## src/rtl/cfm_reset_ctrl.sv

```systemverilog
// -----------------------------------------------------------------------------
// cfm_reset_ctrl
// Clock/reset sequencer for the CFM board top level. Synchronizes and filters
// PLL lock, holds the core in reset for a fixed settle window and re-enters
// reset on lock loss, on a software request, or on watchdog timeout. The
// cause of the most recent reset is latched in reset_cause.
//
// Optional feature: define CFM_RESET_WDT_EN to build the watchdog. Without
// it, wdt_kick is ignored and reset_cause[3] is constant 0.
// -----------------------------------------------------------------------------
`timescale 1ns/1ps

module cfm_reset_ctrl #(
    parameter int LOCK_FILTER = 4,
    parameter int HOLD_CYCLES = 128,
    parameter int WDT_WIDTH   = 20
) (
    input  logic       clk_core,
    input  logic       reset,
    input  logic       pll_locked,
    input  logic       sw_reset_req,
    input  logic       wdt_kick,
    output logic       core_reset,
    output logic       pll_stable,
    output logic [1:0] state,
    output logic [3:0] reset_cause
);

    // State encoding is visible on the state output
    localparam logic [1:0] ST_WAIT_LOCK = 2'd0;
    localparam logic [1:0] ST_HOLD      = 2'd1;
    localparam logic [1:0] ST_RUN       = 2'd2;

    localparam logic [3:0] CAUSE_POR  = 4'b0001;
    localparam logic [3:0] CAUSE_LOCK = 4'b0010;
    localparam logic [3:0] CAUSE_SW   = 4'b0100;
    localparam logic [3:0] CAUSE_WDT  = 4'b1000;

    localparam logic [3:0]  LOCK_MAX  = 4'(LOCK_FILTER);
    localparam logic [15:0] HOLD_LAST = 16'(HOLD_CYCLES - 1);

    // Registers
    logic        r_sync_meta;
    logic        r_lock_s;
    logic [3:0]  r_lock_cnt;
    logic [15:0] r_hold_cnt;
    logic [1:0]  r_state;
    logic        r_core_reset;
    logic        r_pll_stable;
    logic [3:0]  r_reset_cause;

    // Combinational next values
    logic [3:0]  w_lock_cnt_nxt;
    logic [15:0] w_hold_cnt_nxt;
    logic [1:0]  w_state_nxt;
    logic        w_core_reset_nxt;
    logic        w_pll_stable_nxt;
    logic [3:0]  w_reset_cause_nxt;
    logic        w_stable;
    logic        w_hold_done;
    logic        w_wdt_timeout;

    // -------------------------------------------------------------------------
    // Lock input conditioning
    // -------------------------------------------------------------------------

    // Two-flop synchronizer bringing the asynchronous PLL lock into clk_core
    always_ff @(posedge clk_core or posedge reset) begin
        if (reset) begin
            r_sync_meta <= 1'b0;
            r_lock_s    <= 1'b0;
        end else begin
            r_sync_meta <= pll_locked;
            r_lock_s    <= r_sync_meta;
        end
    end

    // Lock filter: count consecutive lock-high cycles, saturating at the filter
    // length; a value above the limit is pulled back to the limit
    always_comb begin
        w_lock_cnt_nxt = r_lock_cnt;
        if (!r_lock_s) begin
            w_lock_cnt_nxt = 4'd0;
        end else if (r_lock_cnt >= LOCK_MAX) begin
            w_lock_cnt_nxt = LOCK_MAX;
        end else begin
            w_lock_cnt_nxt = r_lock_cnt + 4'd1;
        end
    end

    // Lock filter counter register
    always_ff @(posedge clk_core or posedge reset) begin
        if (reset) begin
            r_lock_cnt <= 4'd0;
        end else begin
            r_lock_cnt <= w_lock_cnt_nxt;
        end
    end

    assign w_stable = (r_lock_cnt == LOCK_MAX);

    // -------------------------------------------------------------------------
    // Watchdog
    // -------------------------------------------------------------------------
`ifdef CFM_RESET_WDT_EN
    logic [WDT_WIDTH-1:0] r_wdt_cnt;

    // Watchdog counter: runs only while the core is released, restarted by kick
    always_ff @(posedge clk_core or posedge reset) begin
        if (reset) begin
            r_wdt_cnt <= {WDT_WIDTH{1'b0}};
        end else if ((r_state != ST_RUN) || wdt_kick) begin
            r_wdt_cnt <= {WDT_WIDTH{1'b0}};
        end else begin
            r_wdt_cnt <= r_wdt_cnt + {{(WDT_WIDTH-1){1'b0}}, 1'b1};
        end
    end

    // A kick in the same cycle as the all-ones count suppresses the timeout
    assign w_wdt_timeout = (r_state == ST_RUN) && !wdt_kick && (&r_wdt_cnt);
`else
    // Watchdog not built: kick input is deliberately left without effect
    logic [WDT_WIDTH-1:0] w_unused_wdt;
    assign w_unused_wdt  = {WDT_WIDTH{wdt_kick}};
    assign w_wdt_timeout = 1'b0;
`endif

    // -------------------------------------------------------------------------
    // Sequencer FSM
    // -------------------------------------------------------------------------

    // FSM state register
    always_ff @(posedge clk_core or posedge reset) begin
        if (reset) begin
            r_state <= ST_WAIT_LOCK;
        end else begin
            r_state <= w_state_nxt;
        end
    end

    assign w_hold_done = (r_hold_cnt >= HOLD_LAST);

    // FSM next-state logic; RUN exits are prioritised lock loss, watchdog, software
    always_comb begin
        w_state_nxt = r_state;
        case (r_state)
            ST_WAIT_LOCK: begin
                if (w_stable) begin
                    w_state_nxt = ST_HOLD;
                end else begin
                    w_state_nxt = ST_WAIT_LOCK;
                end
            end
            ST_HOLD: begin
                if (!r_lock_s) begin
                    w_state_nxt = ST_WAIT_LOCK;
                end else if (w_hold_done) begin
                    w_state_nxt = ST_RUN;
                end else begin
                    w_state_nxt = ST_HOLD;
                end
            end
            ST_RUN: begin
                if (!r_lock_s) begin
                    w_state_nxt = ST_WAIT_LOCK;
                end else if (w_wdt_timeout) begin
                    w_state_nxt = ST_HOLD;
                end else if (sw_reset_req) begin
                    w_state_nxt = ST_HOLD;
                end else begin
                    w_state_nxt = ST_RUN;
                end
            end
            default: begin
                w_state_nxt = ST_WAIT_LOCK;
            end
        endcase
    end

    // FSM output logic: reset follows the next state, cause updates on RUN exits
    always_comb begin
        w_core_reset_nxt  = (w_state_nxt != ST_RUN);
        w_pll_stable_nxt  = w_stable;
        w_reset_cause_nxt = r_reset_cause;
        if (r_state == ST_RUN) begin
            if (!r_lock_s) begin
                w_reset_cause_nxt = CAUSE_LOCK;
            end else if (w_wdt_timeout) begin
                w_reset_cause_nxt = CAUSE_WDT;
            end else if (sw_reset_req) begin
                w_reset_cause_nxt = CAUSE_SW;
            end else begin
                w_reset_cause_nxt = r_reset_cause;
            end
        end else begin
            w_reset_cause_nxt = r_reset_cause;
        end
    end

    // Hold window counter: counts only while staying in HOLD, zero on entry
    always_comb begin
        w_hold_cnt_nxt = 16'd0;
        if ((r_state == ST_HOLD) && (w_state_nxt == ST_HOLD)) begin
            w_hold_cnt_nxt = r_hold_cnt + 16'd1;
        end else begin
            w_hold_cnt_nxt = 16'd0;
        end
    end

    // Hold counter register
    always_ff @(posedge clk_core or posedge reset) begin
        if (reset) begin
            r_hold_cnt <= 16'd0;
        end else begin
            r_hold_cnt <= w_hold_cnt_nxt;
        end
    end

    // Registered outputs, updated on the same edge as the state
    always_ff @(posedge clk_core or posedge reset) begin
        if (reset) begin
            r_core_reset  <= 1'b1;
            r_pll_stable  <= 1'b0;
            r_reset_cause <= CAUSE_POR;
        end else begin
            r_core_reset  <= w_core_reset_nxt;
            r_pll_stable  <= w_pll_stable_nxt;
            r_reset_cause <= w_reset_cause_nxt;
        end
    end

    assign core_reset  = r_core_reset;
    assign pll_stable  = r_pll_stable;
    assign state       = r_state;
    assign reset_cause = r_reset_cause;

endmodule

```

## config.mk

```make
export PLATFORM = sky130hd
export DESIGN_NAME = cfm_reset_ctrl
export DESIGN_NICKNAME = d
export VERILOG_FILES = /design/src/rtl/cfm_reset_ctrl.sv
export SDC_FILE = /design/constraint.sdc
export NUM_CORES = 1
export LEC_CHECK = 0
export CORE_MARGIN = 1
export CORE_UTILIZATION = 50
export DETAILED_ROUTE_END_ITERATION = 8
export HOLD_SLACK_MARGIN = 0.06
export PLACE_DENSITY = 0.78
export SLEW_MARGIN = 20
export SYNTH_ARGS = -nofsm -noshare
export SYNTH_HDL_FRONTEND = slang
export SYNTH_SLANG_ARGS = --single-unit
```

## constraint.sdc

```tcl
create_clock -name clk_core -period 1.9 [get_ports clk_core]
set_clock_uncertainty 0.15 [all_clocks]
set_input_delay 0.19 -clock clk_core [delete_from_list [all_inputs] [get_ports clk_core]]
set_output_delay 0.19 -clock clk_core [all_outputs]
set_load 0.05 [all_outputs]
```

==> results.yml, run 1 <==
route:
  vias: 786
  ant_nets: 0
  post_drt_via_cell_ratio: 5.35
  drcViolationCount: 0
  routedWlPerCell_um: 13.4
  dr.pass1.iters: 4
  drtIter0Drc: 15
  routed_wl_mm: 1.97
timing:
  timing.final.hold_violations: 0
  rsz0062_at_grt: "no"
  final_max_slew_viol_count: 0
  fin_crit_sh_pct: 96.3
  period_needed_ns: 1.83
  setup_viol: 0
  maxClockFrequency_mhz: 547
  fin_tns_setup_ns: 0
final_layout:
  layout.area.seq_sq_um: 728
  fin_area_sq_mm: 0.00138
  antennaDiodeCount: 0
  layout-drive-gt1-share_pct: 16.8
  fin_nets: 126
  multi_input_area_sq_um: 409
  area_growth_pct: 19.3
  nFillCells: 177
critical_path:
  crit_buf_inv: 1
  r2r_start: "r_hold_cnt[0]"
  worstReg2RegEnd: "r_hold_cnt[6]"
  setup.worst_path.class: "reg -> out"
  worstPathMaxFanout: 2
  cp_top_family: "buffers and inverters"
  required_ns: 1.56
  worstSetupEndpointType: "primary output"
  path_cells: "clkdlybuf4s50_1"
  rr_worst_depth: 4
  cpPeakStageDelay_ns: 0.80
  cp.arrival_ns: 1.49
  cp_slowest_cell: "clkdlybuf4s50_1"
  cp-start-kind: "flip-flop"
  r2r_slack_ns: 0.13
floorplan:
  rows: 17
  core_sq_mm: 0.00219
  die_area_sq_mm: 0.00250
  pin_count: 13
  initial_core_util_pct: 52.6
  die_x_um: 50.0
  die_h_um: 50.0
yosys:
  yosysTopAreaCell: "dfrtp_1"
  ys_types: 31
  ys.flop_type: "dfrtp_1"
  synth_top_area_share_pct: 58.6
  ys_seq_elements: 29
  synth-edff-count: 0
  syn_avg_cell_area_sq_um: 12.5
  yosys-top-cells-area: "dfrtp_1 59%, dfstp_2 4.6%, ha_1 3.3%"
  syn_inst: 92
  yosysWarningCount: 0
  netlist_top_cells_count: "27 x dfrtp_1, 6 x nor4_1, 6 x o21ai_0"
  synth.most_common_cell: "dfrtp_1"
  ys_seq_area_share_pct: 63.2
  syn_area_sq_mm: 0.00115
  async_reset_ff_share_pct: 100
clocking:
  cts.sinks: 29
  htreeDepth: 2
  clkTransAtPathRegs_ns: 0.09
  postCtsSetupBuffers: 0
  numCtsBuffers: 5
  cts_tree: "built"
  cts.repair.resized: 1
  clockRootBuffer: "clkbuf_4"
  clk_path_buf_depth: 2
  ctsHoldBuffers: 0
  clk_latency_ns: 0.33
placed_design:
  dpl.hpwl_mm: 1.34
  place_area_sq_mm: 0.00131
  portBuffers: 10
  gp_congestion: 0.796
global_routing:
  antenna_found_initial: 0
  grt_pass1_wl_mm: 3.43
  grt_max_degree: 30
  track_usage_pct: 20.1
  grt_pass1_vias: 769
  grt_overflow: 0
run_status:
  status: "completed"
power:
  leakage_nw: 0.611
  ir_drop_uv: 627
  powerDensity_mw_per_mm2: 941
run:
  cap_violations: 0
hold_path:
  min_path_type: "in -> async"
tightest hold or removal path, cell delays in order:
cell and delay (ns):
clkdlybuf4s50_1 0.39, inv_1 0.05, buf_4 0.32
worst max-delay path by stage:
| stage | startpoint | end | depth (start not counted) |
|---|---|---|---|
| floorplan | state[0] | r_hold_cnt[6] | 2 |
| finish | reset_cause[2] | reset_cause[2] | 1 |
| global placement | r_hold_cnt[0] | r_hold_cnt[6] | 4 |
| CTS | reset_cause[2] | reset_cause[2] | 1 |
| detailed placement | r_hold_cnt[0] | r_hold_cnt[6] | 4 |
| global route | reset_cause[2] | reset_cause[2] | 1 |
metrics by stage:
step | instances | total power, mW | setup slack [ns] | utilization [%] | hold slack [ns]
3_5_place_dp | 139 | 0.892 | 0.178 | 59.6 | 0.185
3_3_place_gp | 139 | 0.885 | 0.246 | 59.6 | 0.186
2_1_floorplan | 101 | 0.824 | 0.251 | - | 0.0714
5_1_grt | 147 | 1.35 | 0.0217 | 62.8 | 0.0878
4_1_cts | 147 | 1.31 | 0.0422 | 62.8 | 0.0602
6_report | 147 | 1.29 | 0.0704 | 62.8 | 0.0658
registers in the layout, summed over array words and instances, names as in the netlist:
name         flops
r_hold_cnt      16
r_lock_cnt       4
reset_cause      3
state            2
core_reset       1
pll_stable       1
r_lock_s         1
r_sync_meta      1
report_power, final:
group	switching [mW]	leakage, nW	internal, mW
combinational	0.136	0.206	0.0652
clock	0.203	0.0413	0.214
sequential	0.0203	0.364	0.656
cell type report:
type | instances | area share [%]
flip-flops and latches | 29 | 53.0
repair buffers | 13 | 8.28
multi-input cells | 64 | 29.8
well taps | 28 | 2.55
clock inverters | 1 | 0.364
inverters | 5 | 1.36
clock buffers | 7 | 4.73
layer usage:
layer / track usage (%) / vias up / wire, um
met2: 30.7 / 30 / 987
met1: 22.3 / 375 / 816
met3: 7.41 / 9 / 102
li1: - / 372 / -
met4: 16.2 / 0 / 65
met5: 0 / - / 0
logic make-up (layout without fill, tap and decap cells):
| family | count (synthesis) | after routing | synth area share (%) |
|---|---|---|---|
| XOR/XNOR | 3 | 3 | 2.28 |
| other | 1 | 10 | 0.325 |
| AO/OA/AOI/OAI | 17 | 17 | 11.6 |
| buffers and inverters | 8 | 26 | 4.23 |
| flip-flops | 29 | 29 | 63.2 |
| adder cells (fa/ha/maj) | 3 | 3 | 3.26 |
| AND/OR/NAND/NOR | 31 | 31 | 15.1 |
cell usage in the layout (no fill, tap or decap), types with 2 or more instances in the layout:
cell type / n
nor4_1: 6
ha_1: 3
clkbuf_4: 5
nand3_1: 5
nand2b_1: 2
dfstp_2: 2
a2111oi_2: 2
nand2_1: 3
conb_1: 10
buf_4: 6
o21ai_0: 6
inv_1: 5
o31a_1: 2
clkdlybuf4s50_1: 6
xor2_1: 2
nor2_1: 5
dfrtp_1: 27
clkbuf_8: 2
or3_1: 3
and3_1: 2
Note: power is estimated with default switching activity, not from simulation.
==> run 2, diff against run 1 <==
--- a/config.mk
+++ b/config.mk
@@ -7,6 +7,7 @@
 export LEC_CHECK = 0
 export CORE_MARGIN = 1
 export CORE_UTILIZATION = 50
+export CTS_CLUSTER_SIZE = 16
 export DETAILED_ROUTE_END_ITERATION = 8
 export HOLD_SLACK_MARGIN = 0.06
 export PLACE_DENSITY = 0.78
==> results of run 2 <==
Same layout as run 1: the final DEF is identical, and so are final timing and power.
